`config.mk`:
```
export PLATFORM = sky130hd
export DESIGN_NAME = set_less_than_unsigned
export DESIGN_NICKNAME = d
export VERILOG_FILES = /design/src/rtl/sltu_pkg.sv /design/src/rtl/sltu_borrow_chain.sv /design/src/rtl/set_less_than_unsigned.sv
export SDC_FILE = /design/constraint.sdc
export NUM_CORES = 1
export LEC_CHECK = 0
export ABC_AREA = 1
export ABC_CLOCK_PERIOD_IN_PS = 4140
export CAP_MARGIN = 20
export CORE_MARGIN = 4
export CORE_UTILIZATION = 31
export DETAILED_ROUTE_END_ITERATION = 8
export PLACE_DENSITY = 0.91
export SLEW_MARGIN = 10
export SYNTH_ARGS = -nofsm -noshare
export SYNTH_HDL_FRONTEND = slang
export SYNTH_SLANG_ARGS = --single-unit
```
`constraint.sdc`:
```
create_clock -name vclk -period 4.14
set_input_delay 1.242 -clock vclk [all_inputs]
set_output_delay 1.242 -clock vclk [all_outputs]
set_load 0.05 [all_outputs]
```
`src/rtl/sltu_pkg.sv`:
```
// sltu_pkg: shared word type and flag zero-extension for the SLTU result path
package sltu_pkg;
  localparam int XLEN = 32;
  typedef logic [XLEN-1:0] word_t;
  function automatic word_t sltu_flag(logic ge);
    return {{(XLEN-1){1'b0}}, ge};
  endfunction
endpackage

```
`src/rtl/sltu_borrow_chain.sv`:
```
// sltu_borrow_chain: borrow-out of a_i - b_i via nibble-grouped carry lookahead; ports a_i, b_i (WIDTH), borrow_o
module sltu_borrow_chain
  import sltu_pkg::*;
#(
  parameter int WIDTH = 32
) (
  input  logic [WIDTH-1:0] a_i,
  input  logic [WIDTH-1:0] b_i,
  output logic             borrow_o
);
  localparam int NG = WIDTH / 4;
  logic [WIDTH-1:0] w_g;
  logic [WIDTH-1:0] w_p;
  logic [NG-1:0]    w_gg;
  logic [NG-1:0]    w_gp;
  logic [NG:0]      w_c;
  // carry terms of a + ~b + 1; carry-out set means no borrow
  assign w_g    = a_i & ~b_i;
  assign w_p    = a_i | ~b_i;
  assign w_c[0] = 1'b1;
  for (genvar i = 0; i < NG; i++) begin : g_grp
    assign w_gg[i] = w_g[4*i+3]
                   | (w_p[4*i+3] & w_g[4*i+2])
                   | (w_p[4*i+3] & w_p[4*i+2] & w_g[4*i+1])
                   | (w_p[4*i+3] & w_p[4*i+2] & w_p[4*i+1] & w_g[4*i]);
    assign w_gp[i]   = &w_p[4*i+:4];
    assign w_c[i+1]  = w_gg[i] | (w_gp[i] & w_c[i]);
  end
  assign borrow_o = ~w_c[NG];
endmodule

```
`src/rtl/set_less_than_unsigned.sv`:
```
// set_less_than_unsigned: unsigned compare, rd_o = {0.., rs1_i >= rs2_i}; ports clk_i, rst_i, rs1_i, rs2_i, rd_o; macro SLTU_OUT_REG_EN adds a 1-cycle output flop
module set_less_than_unsigned
  import sltu_pkg::*;
#(
  parameter int WIDTH = 32
) (
  input  logic             clk_i,
  input  logic             rst_i,
  input  logic [WIDTH-1:0] rs1_i,
  input  logic [WIDTH-1:0] rs2_i,
  output logic [WIDTH-1:0] rd_o
);
  logic             w_borrow;
  word_t            w_flag;
  logic [WIDTH-1:0] w_rd;
  sltu_borrow_chain #(.WIDTH(WIDTH)) u_chain (
    .a_i      (rs1_i),
    .b_i      (rs2_i),
    .borrow_o (w_borrow)
  );
  assign w_flag = sltu_flag(~w_borrow);
  assign w_rd   = WIDTH'(w_flag);
`ifdef SLTU_OUT_REG_EN
  logic [WIDTH-1:0] r_rd;
  always_ff @(posedge clk_i) r_rd <= rst_i ? '0 : w_rd;
  assign rd_o = r_rd;
`else
  logic w_unused;
  assign w_unused = &{1'b0, clk_i, rst_i};
  assign rd_o     = w_rd;
`endif
endmodule

```
**After elaboration in Yosys (flattened, before gate mapping)**

Cells that the tools add are included.

- Bitwise operators: 82
- Reduce and logical (&&, ||, !) cells: 8

Operators with widths:

| cell | number |
|---|---|
| $and 1x1->1 | 47 |
| $and 32x32->32 | 1 |
| $not 32->32 | 1 |
| $or 1x1->1 | 32 |
| $or 32x32->32 | 1 |
| $reduce_and 4->1 | 8 |

- Register bits after elaboration: 0
- Output and inout bits: 32

**Longest topological paths before layout**

Gate-level depths: netlist of run 1.

- Depth in word-level cells: 21
- Gate-level depth with buffers: 19

**Hierarchy**

From an unflattened synthesis of run 1, not the netlist that was laid out.

- Cells, all modules: 170
- Area total of the unflattened synthesis: 883.3 um^2

By module, submodules not included:

| module | instances | cells an instance | area each (um^2) | sequential area each (um^2) |
|---|---|---|---|---|
| sltu_borrow_chain | 1 | 137 | 643.1 | 0.0 |
| set_less_than_unsigned | 1 | 33 | 240.2 | 0.0 |

**Least setup slack after synthesis of run 1**

Ideal clock, no wire load.

- Kind: input -> output
- Start: input rs1_i[4]
- End: output rd_o[0]
- Arrival time: 2,434 ps
- Data required time: 2,898 ps
- Path slack: 464 ps
- Stages on the path: 17
- Buffers on the path: 0
- Cell sequence: inv_1 or2_0 nor2_1 nor2_1 nand2_1 nand2_1 nand2_1 nand2_1 nand2_1 nand2_1 nand2_1 nand2_1 nand2_1 nand2_1 nand2_1 nand2_1 nand2_1

- Word-level cells in the longest chain between the ends: 16
- Elaborated cells on any way between the ends: 19
- Classes of those cells: 18 x bitwise; 1 x reduce/logical

RTL lines:

| what | RTL line | RTL |
|---|---|---|
| from (decl) | set_less_than_unsigned.sv:9 | `input logic [WIDTH-1:0] rs1_i,` |
| $or 32x32->32 or $and 32x32->32 (tied branches) | sltu_borrow_chain.sv:19, sltu_borrow_chain.sv:18 |  |
| $reduce_and 4->1 or $and 1x1->1 (tied branches) | sltu_borrow_chain.sv:26, sltu_borrow_chain.sv:25 |  |
| $and 1x1->1 or $or 1x1->1 (tied branches) | sltu_borrow_chain.sv:27, sltu_borrow_chain.sv:25 |  |
| $or 1x1->1 * | sltu_borrow_chain.sv:27 | `assign w_c[i+1] = w_gg[i] \| (w_gp[i] & w_c[i]);` |
| $and 1x1->1 * | sltu_borrow_chain.sv:27 |  |
| $or 1x1->1 * | sltu_borrow_chain.sv:27 |  |
| $and 1x1->1 * | sltu_borrow_chain.sv:27 |  |
| $or 1x1->1 * | sltu_borrow_chain.sv:27 |  |
| $and 1x1->1 * | sltu_borrow_chain.sv:27 |  |
| $or 1x1->1 * | sltu_borrow_chain.sv:27 |  |
| $and 1x1->1 * | sltu_borrow_chain.sv:27 |  |
| $or 1x1->1 * | sltu_borrow_chain.sv:27 |  |
| $and 1x1->1 * | sltu_borrow_chain.sv:27 |  |
| $or 1x1->1 * | sltu_borrow_chain.sv:27 |  |
| $and 1x1->1 * | sltu_borrow_chain.sv:27 |  |
| $or 1x1->1 * | sltu_borrow_chain.sv:27 |  |
| to (decl) | set_less_than_unsigned.sv:11 | `output logic [WIDTH-1:0] rd_o` |

Mark *: on every way between the ends. The rest lies on a longest branch, timed or not.

**Worst setup path after layout of run 1**

- Start: input rs2_i[27]
- End: output rd_o[0]

- Word-level cells in the longest chain between the ends: 9
- Elaborated cells on any way between the ends: 16
- Classes of those cells: 15 x bitwise; 1 x reduce/logical

RTL lines:

| what | RTL line | RTL |
|---|---|---|
| from (decl) | set_less_than_unsigned.sv:10 | `input logic [WIDTH-1:0] rs2_i,` |
| $not 32->32 * | sltu_borrow_chain.sv:18, sltu_borrow_chain.sv:19 |  |
| $or 32x32->32 | sltu_borrow_chain.sv:19 | `assign w_p = a_i \| ~b_i;` |
| $and 1x1->1, on equally long branches | sltu_borrow_chain.sv:23, sltu_borrow_chain.sv:24, sltu_borrow_chain.sv:25 |  |
| $or 1x1->1, or another cell as far along | sltu_borrow_chain.sv:23 | `\| (w_p[4*i+3] & w_g[4*i+2])` |
| $or 1x1->1 or $and 1x1->1 (tied branches) | sltu_borrow_chain.sv:24, sltu_borrow_chain.sv:25 |  |
| $or 1x1->1 | sltu_borrow_chain.sv:25 | `\| (w_p[4*i+3] & w_p[4*i+2] & w_p[4*i+1] & w_g[4*i]);` |
| $or 1x1->1 * | sltu_borrow_chain.sv:27 |  |
| $and 1x1->1 * | sltu_borrow_chain.sv:27 |  |
| $or 1x1->1 * | sltu_borrow_chain.sv:27 |  |

Marked as above.

==> out/qor.txt, run 1 <==
Max Fclk: 249.5 MHz
Library cells used by synthesis: 21
Gr usage total: 10.29%
Max Fanout on Critical Path: 2
Final instance area: 1534 um^2
Crit share post-route: 96.82%
Worst hold path type: in2out
Via count of the first global-routing pass: 804
DRT iter0 DRCs: 25
Final worst path period need: 4.008 ns
Max Cap Viol: 0
Arr. time, crit path: 2.77 ns
Yosys warnings: 0
Layout cells sized above 1: 13.85%
I/O Buffers: 65
Core Util, Final: 60.81%
Setup crit start: rs2_i[27]
Top-area cell type share of the netlist area: 27.76%
Peak VDD IR: 98.79 uV
Post-Route WL: 2.392 mm
IO Count: 98
CP Launch Type: primary input
Initial antenna violation count: 0
Status: completed
First-pass GRT wire length: 3.042 mm
Synth Cell Area: 838.3 um^2
Register Area: 0 um^2
Final Hold Vio Count: 0
Routed Antenna Nets: 0
Die footprint: 3600 um^2
Seq/Total Area, Yosys: 0%
CP endpoint kind: output pin
Cells after Synth: 165
Via density: 4.142
Diode count: 0
Core area: 2522 um^2
Placed inst area: 1424 um^2
DRT Pass-1 Iters: 4
Clock buffer count: 0
Residual DRC: 0
Die X: 60 um
Average wire per standard cell: 9.165 um
Final setup viols: 0
Worst Setup EP: rd_o[0]
Vias after detailed routing: 1081
Area leader, netlist: buf_4
Worst Path Required: 2.90 ns
Worst Path Class, Setup: in2out
Largest net degree at the start of global routing: 4
HPWL Detailed: 2.095 mm
P&R area growth vs syn: 82.98%
Fin nets: 299
Die height: 60 um
Grt total ovfl: 0
Seq cells: 0
Starting Density: 33.23%
Routability cong.: 0.7287
Num rows: 18
Dominant cells by area after synthesis: buf_4 28%, nand2_1 17%, inv_1 16%
Syn_area_per_cell: 5.081 um^2
LEAKAGE: 0.9389 nW
Fin. max-slew vios: 0
Cell Pwr Density: 126.9 nW/um^2
logic make-up after synthesis:
kind of cell | after synthesis | share of synthesized area, %
other | 1 | 0.4473
AOI/OAI and AO/OA | 24 | 18.21
and+or+nand+nor | 73 | 37.46
buffers and inverters | 67 | 43.88
synthesized netlist by cell type, types with 2 or more instances:
cell and count:
o221ai_1 2, o21ai_0 4, a21oi_1 4, o21a_1 3, or2_1 2, o21ai_1 4, or2_2 3, a31oi_1 3
nor2_1 13, nor3_1 2, inv_1 35, nand2_1 38, nand3_1 13, o311ai_0 2, buf_4 31
worst min path at each step:
| stage | startpoint | end | slack [ns] | cells after the start |
|---|---|---|---|---|
| after floorplan | rs1_i[28] | rd_o[0] | 2.88 | 2 |
| after global placement | rs2_i[28] | rd_o[0] | 3.25 | 5 |
| after detailed placement | rs2_i[28] | rd_o[0] | 3.26 | 5 |
| after CTS | rs2_i[28] | rd_o[0] | 3.24 | 5 |
| after global routing | rs2_i[28] | rd_o[0] | 3.30 | 5 |
| final | rs2_i[28] | rd_o[0] | 3.23 | 5 |
cell usage in the layout (no fill, tap or decap), types with 4 or more instances in the layout:
| cell type | n |
|---|---|
| inv_2 | 5 |
| nand3_1 | 8 |
| a21oi_1 | 4 |
| o21ai_0 | 4 |
| nand2_2 | 8 |
| nand2_1 | 30 |
| nand3_2 | 6 |
| dlymetal6s2s_1 | 16 |
| inv_1 | 31 |
| conb_1 | 31 |
| dlygate4sd2_1 | 11 |
| clkdlybuf4s50_1 | 36 |
| nor2_1 | 11 |
final cells by class:
cell class                 instances  area (um^2)
fill                             244        988.4
timing repair buffer              67        701.9
multi-input combinational        128        659.4
tap                               30        37.54
inverter                          36        135.1
per-stage QoR:
| step | power (mW) | instances | hold slack, ns | setup slack, ns | TNS [ns] |
|---|---|---|---|---|---|
| CTS | 0.1876 | 261 | 3.242 | 0.0002365 | 0 |
| global route | 0.2100 | 261 | 3.296 | -0.001232 | -0.001232 |
| floorplan | 0.1353 | 195 | 2.884 | 0.4644 | 0 |
| detailed placement | 0.1893 | 260 | 3.259 | -0.03711 | -0.03711 |
| finish | 0.1946 | 261 | 3.234 | 0.1318 | 0 |
| global placement | 0.1870 | 260 | 3.246 | -0.03220 | -0.03220 |
worst max-delay path: stages:
cell and delay, ns:
clkdlybuf4s50_1 0.46, inv_1 0.04, or2_2 0.27, o21ai_0 0.10, o311ai_0 0.14, a31oi_1 0.16
nand2_1 0.07, nand2_1 0.06, nand2_2 0.06, buf_12 0.15
metal layers:
layer / wire [um] / GRT usage (%) / share of wire (%) / vias to the layer above
met5: 0 / 0 / 0 / -
met4: 0 / 0 / 0 / 0
met3: 290 / 0.8639 / 12 / 0
met2: 1256 / 19.60 / 53 / 56
met1: 846 / 13.14 / 35 / 445
li1: - / - / - / 580
what timing repair did:
item / in CTS / in global routing
resized for setup: 16 / 39
hold buffers: 0 / 0
pin swaps: 21 / 28
setup endpoints to repair: 1 / 1
buffers inserted: 1 / 0
power breakdown:
part / internal, mW / leakage [nW] / total [mW] / switching, mW
Clock: 0 / 0 / 0 / 0
Sequential: 0 / 0 / 0 / 0
Combinational: 0.0794 / 0.939 / 0.195 / 0.115
Total: 0.0794 / 0.939 / 0.195 / 0.115
Note: power is estimated with default switching activity, not from simulation.
==> run 2, diff against run 1 <==
CORE_MARGIN = 10   (was 4)
==> run 2 against run 1 <==
Net effect: global-route usage decreased by 0.52 points; critical path depth unchanged; flip-flop and latch count unchanged; setup slack improved by 0.045 ns; core utilization increased by 1.9 points; die area increased by 44%; wire length increased by 30%; non-clock buffer count increased by 1; first-iteration DRC count decreased by 28%; largest cell class unchanged.
==> out/qor.txt, run 2 (synthesized netlist as in run 1, its figures left out) <==
Peak VDD IR: 97.06 uV (-1.8%)
Switching part of the total: 59.37% (+0.16 points)
Bufs and invs on worst path: 3 (unchanged)
Slowest-stage cell, CP: clkdlybuf4s50_1
Register Area: 0 um^2 (unchanged)
NetSw: 120.4 uW (+4.5%)
Worst hold path type: in2out
Die X: 72 um (+20%)
Cell Pwr Density: 128.2 nW/um^2 (+1.1%)
Status: completed
Crit-path cells: clkdlybuf4s50_1 -> inv_1 -> or2_2 -> o21ai_1 -> o311ai_1 -> a31oi_1 -> nand2_1 -> nand2_1 -> nand2_2 -> buf_12
CTS Hold Bufs: 0 (unchanged)
Core area: 2522 um^2 (unchanged)
Via density: 4.187 (+1.1%)
Grt total ovfl: 0 (unchanged)
DRT Pass-1 Iters: 4 (unchanged)
Arr. time, crit path: 2.72 ns (-0.05 ns)
Commonest non-fill, non-tap cell in the layout: clkdlybuf4s50_1
Max Fanout on Critical Path: 2 (unchanged)
Clock buffer count: 0 (unchanged)
Num rows: 18 (unchanged)
Fin nets: 300 (+0.33%)
Crit share post-route: 95.72% (-1.1 points)
Tot Pwr: 202.8 uW (+4.2%)
Average wire per standard cell: 11.89 um (+30%)
Worst Path Required: 2.90 ns (about the same)
Flop pwr share: 0% (unchanged)
I/O Buffers: 65 (unchanged)
Die height: 72 um (+20%)
CP Launch Type: primary input
Initial antenna violation count: 0 (unchanged)
Starting Density: 33.23% (unchanged)
Die footprint: 5184 um^2 (+44%)
Int Power: 82.41 uW (+3.8%)
IO Count: 98 (unchanged)
Final worst path period need: 3.963 ns (-0.04541 ns)
CP endpoint kind: output pin
Routed Antenna Nets: 0 (unchanged)
Final Hold Vio Count: 0 (unchanged)
First-pass GRT wire length: 4.436 mm (+46%)
Critical Path Max Stage Delay: 0.45 ns (about the same)
DRT iter0 DRCs: 18 (-28%)
Largest net degree at the start of global routing: 4 (unchanged)
Fillers: 256 (+4.9%)
Layout cells sized above 1: 16.38% (+2.5 points)
Core Util, Final: 62.70% (+1.9 points)
Max Fclk: 252.4 MHz (+1.1%)
Vias after detailed routing: 1097 (+1.5%)
Most Frequent Cell on Critical Path: nand2_1
Residual DRC: 0 (unchanged)
Gr usage total: 9.768% (-0.52 points)
WHS: 3.249 ns (+0.01442 ns)
Max Cap Viol: 0 (unchanged)
Post-Route WL: 3.116 mm (+30%)
Routability cong.: 0.7522 (+3.2%)
P&R area growth vs syn: 88.66%
Via count of the first global-routing pass: 1120 (+39%)
Seq cells: 0 (unchanged)
Logic pwr share: 100.0% (about the same)
Top delay family on crit path: buffers and inverters
HPWL Detailed: 2.674 mm (+28%)
Diode count: 0 (unchanged)
Final setup viols: 0 (unchanged)
Worst Path Class, Setup: in2out
Fin. max-slew vios: 0 (unchanged)
Most frequent cells in the layout: 34 x clkdlybuf4s50_1, 32 x nand2_1, 31 x conb_1
Clock power share: 0% (unchanged)
LEAKAGE: 0.9622 nW (+2.5%)
[run 2: layout make-up]
class	instances	area, um^2	share of cell area, %
multi-input combinational	128	695.7	43.99
timing repair buffer	68	713.2	45.09
inverter	36	135.1	8.544
tap	30	37.54	2.373
[run 2: repair_timing]
action | 4_1_cts | 5_1_grt
resized for setup | 21 | 47
setup buffers | 2 | 0
pin swaps | 24 | 35
endpoints found under the setup margin | 1 | 1
[run 2: through the flow]
step                      cell area (um^2)  std cells  setup WS (ns)  setup TNS (ns)
final                                 1582        262         0.1773               0
after global routing                  1582        262       -0.07109        -0.07109
after floorplan                      950.9        195         0.4644               0
after detailed placement              1424        260       -0.05374        -0.05374
after global placement                1424        260       -0.04167        -0.04167
after CTS                             1450        262       0.002312               0
[run 2: worst paths after layout]
kind / from / end / slack, ns / depth (start not counted)
worst max-delay path: rs2_i[27] / rd_o[0] / 0.18 / 10
worst min-delay path: rs2_i[28] / rd_o[0] / 3.25 / 5
[run 2: per-layer routing]
metal | vias to the layer above | track usage (%) | share of wire [%]
met5 | - | 0 | 0
met4 | 0 | 0.6452 | 0.55
met3 | 2 | 3.265 | 9.0
met2 | 55 | 19.22 | 54
met1 | 457 | 10.04 | 37
li1 | 583 | - | -
[run 2: power groups by stage]
stage | registers (mW) | logic (mW) | clock network (mW)
6_report | 0 | 0.203 | 0
5_1_grt | 0 | 0.221 | 0
4_1_cts | 0 | 0.191 | 0
3_5_place_dp | 0 | 0.189 | 0
3_3_place_gp | 0 | 0.187 | 0
2_1_floorplan | 0 | 0.135 | 0
==> run 3, diff against run 2 <==
CORE_MARGIN = unset   (was 10)
==> run 3 against run 2 <==
Net effect: die area shrank 44%; non-clock buffer count unchanged; flip-flop and latch count did not move; core utilization fell by 1.0 points; global-route usage is 3.3 points higher; cell count unchanged; design area fell by 1.7%; power shrank 3.0%; fmax decreased by 0.42%; worst hold slack got worse by 0.013 ns; highest routed layer unchanged; wire length shrank 30%; sequential share of layout area is the same.
==> out/qor.txt, run 3 (synthesized netlist as in run 1, its figures left out) <==
Initial antenna violation count: 0 (unchanged)
Crit share post-route: 96.13% (+0.41 points)
Non-Filler Instances: 262 (unchanged)
Gr usage total: 13.09% (+3.3 points)
Largest net degree at the start of global routing: 4 (unchanged)
Grt total ovfl: 0 (unchanged)
First-pass GRT wire length: 2.904 mm (-35%)
Vias after detailed routing: 1078 (-1.7%)
Final worst path period need: 3.980 ns (+0.01686 ns)
Routability cong.: 0.7642 (+1.6%)
Worst Path Class, Setup: in2out
Fin. max-slew vios: 0 (unchanged)
Max Fclk: 251.3 MHz (-0.42%)
CTS Hold Bufs: 0 (unchanged)
Via count of the first global-routing pass: 808 (-28%)
I/O Buffers: 65 (unchanged)
Most frequent cells in the layout: 35 x clkdlybuf4s50_1, 32 x nand2_1, 31 x conb_1
Die footprint: 2916 um^2 (-44%)
Commonest non-fill, non-tap cell in the layout: clkdlybuf4s50_1
IO Count: 98 (unchanged)
Max Cap Viol: 0 (unchanged)
DRT Pass-1 Iters: 4 (unchanged)
Die height: 54 um (-25%)
Final instance area: 1555 um^2 (-1.7%)
Cell Pwr Density: 126.5 nW/um^2 (-1.4%)
Via density: 4.115 (-1.7%)
Arr. time, crit path: 2.74 ns (+0.02 ns)
Average wire per standard cell: 8.321 um (-30%)
P&R area growth vs syn: 85.52%
Num rows: 18 (unchanged)
Starting Density: 33.23% (unchanged)
DRT iter0 DRCs: 6 (-12)
Fin nets: 300 (unchanged)
Fillers: 231 (-9.8%)
RSZ-0062 raised after global routing: no
Worst Path Required: 2.90 ns (about the same)
Diode count: 0 (unchanged)
Core area: 2522 um^2 (unchanged)
CP Launch Type: primary input
Layout cells sized above 1: 15.09% (-1.3 points)
Residual DRC: 0 (unchanged)
Peak VDD IR: 107.4 uV (+11%)
Worst hold path type: in2out
Final setup viols: 0 (unchanged)
Final Hold Vio Count: 0 (unchanged)
Routed Antenna Nets: 0 (unchanged)
Register Area: 0 um^2 (unchanged)
Die X: 54 um (-25%)
Status: completed
Seq cells: 0 (unchanged)
Dpl cells: 260 (unchanged)
Post-Route WL: 2.180 mm (-30%)
CP endpoint kind: output pin
Max Fanout on Critical Path: 2 (unchanged)
Clock buffer count: 0 (unchanged)
LEAKAGE: 0.9591 nW (-0.32%)
Placed inst area: 1424 um^2 (unchanged)
HPWL Detailed: 1.832 mm (-31%)
-- run 3: changes by cell type in the layout (fill, tap and decap cells not counted), sizes merged --
cell / delta
dlymetal6s2s: +1
dlygate4sd2: -1
clkdlybuf4s50: +1
clkdlybuf4s15: -1
-- run 3: what timing repair did --
item / in CTS / in global routing
gates cloned: 0 / 0
gates resized for setup: 23 / 39
buffers inserted: 2 / 0
pin swaps: 17 / 30
endpoints found under the setup margin: 1 / 1
-- run 3: layout make-up --
type	instances	area (um^2)	area share [%]
inverter	36	135.1	8.689
multi-input combinational	128	665.6	42.80
tap	30	37.54	2.414
timing repair buffer	68	716.9	46.10
-- run 3: path summary, 6_finish.rpt --
kind,from,to,slack [ns],cells past startpoint
setup / recovery,rs1_i[13],rd_o[0],0.16,14
hold / removal,rs2_i[28],rd_o[0],3.24,5
-- run 3: worst max-delay path, stage by stage --
cell	delay (ns)
clkdlybuf4s50_1	0.52
nand2_1	0.07
o221ai_1	0.18
nor2_1	0.08
nand2_1	0.07
nand2_1	0.05
nand2_1	0.06
nand2_1	0.04
nand2_1	0.07
nand2_1	0.05
nand2_1	0.05
nand2_1	0.05
nand2_2	0.07
buf_12	0.13
-- run 3: routing by layer --
layer	GRT usage, %	part of all wire [%]	vias up
met2	27.98	54	53
li1	-	-	586
met4	2.564	1.2	0
met1	13.07	36	437
met5	0	0	-
met3	1.412	8.4	2
-- run 3: per-stage QoR --
stage	worst slack (ns)	power (mW)	setup TNS [ns]	hold WS [ns]	utilization [%]
finish	0.1604	0.1967	0	3.236	61.66
floorplan	0.4644	0.1353	0	2.884	-
global placement	-0.03856	0.1869	-0.03856	3.254	56.45
detailed placement	-0.05142	0.1891	-0.05142	3.259	56.45
CTS	0.003729	0.1927	0	3.239	58.18
global route	0.002922	0.2134	0	3.297	61.66
-- run 3: power breakdown --
part | leakage [nW] | internal [mW] | total (mW) | switching (mW)
logic | 0.959 | 0.0809 | 0.197 | 0.116
registers | 0 | 0 | 0 | 0
clock network | 0 | 0 | 0 | 0
total | 0.959 | 0.0809 | 0.197 | 0.116
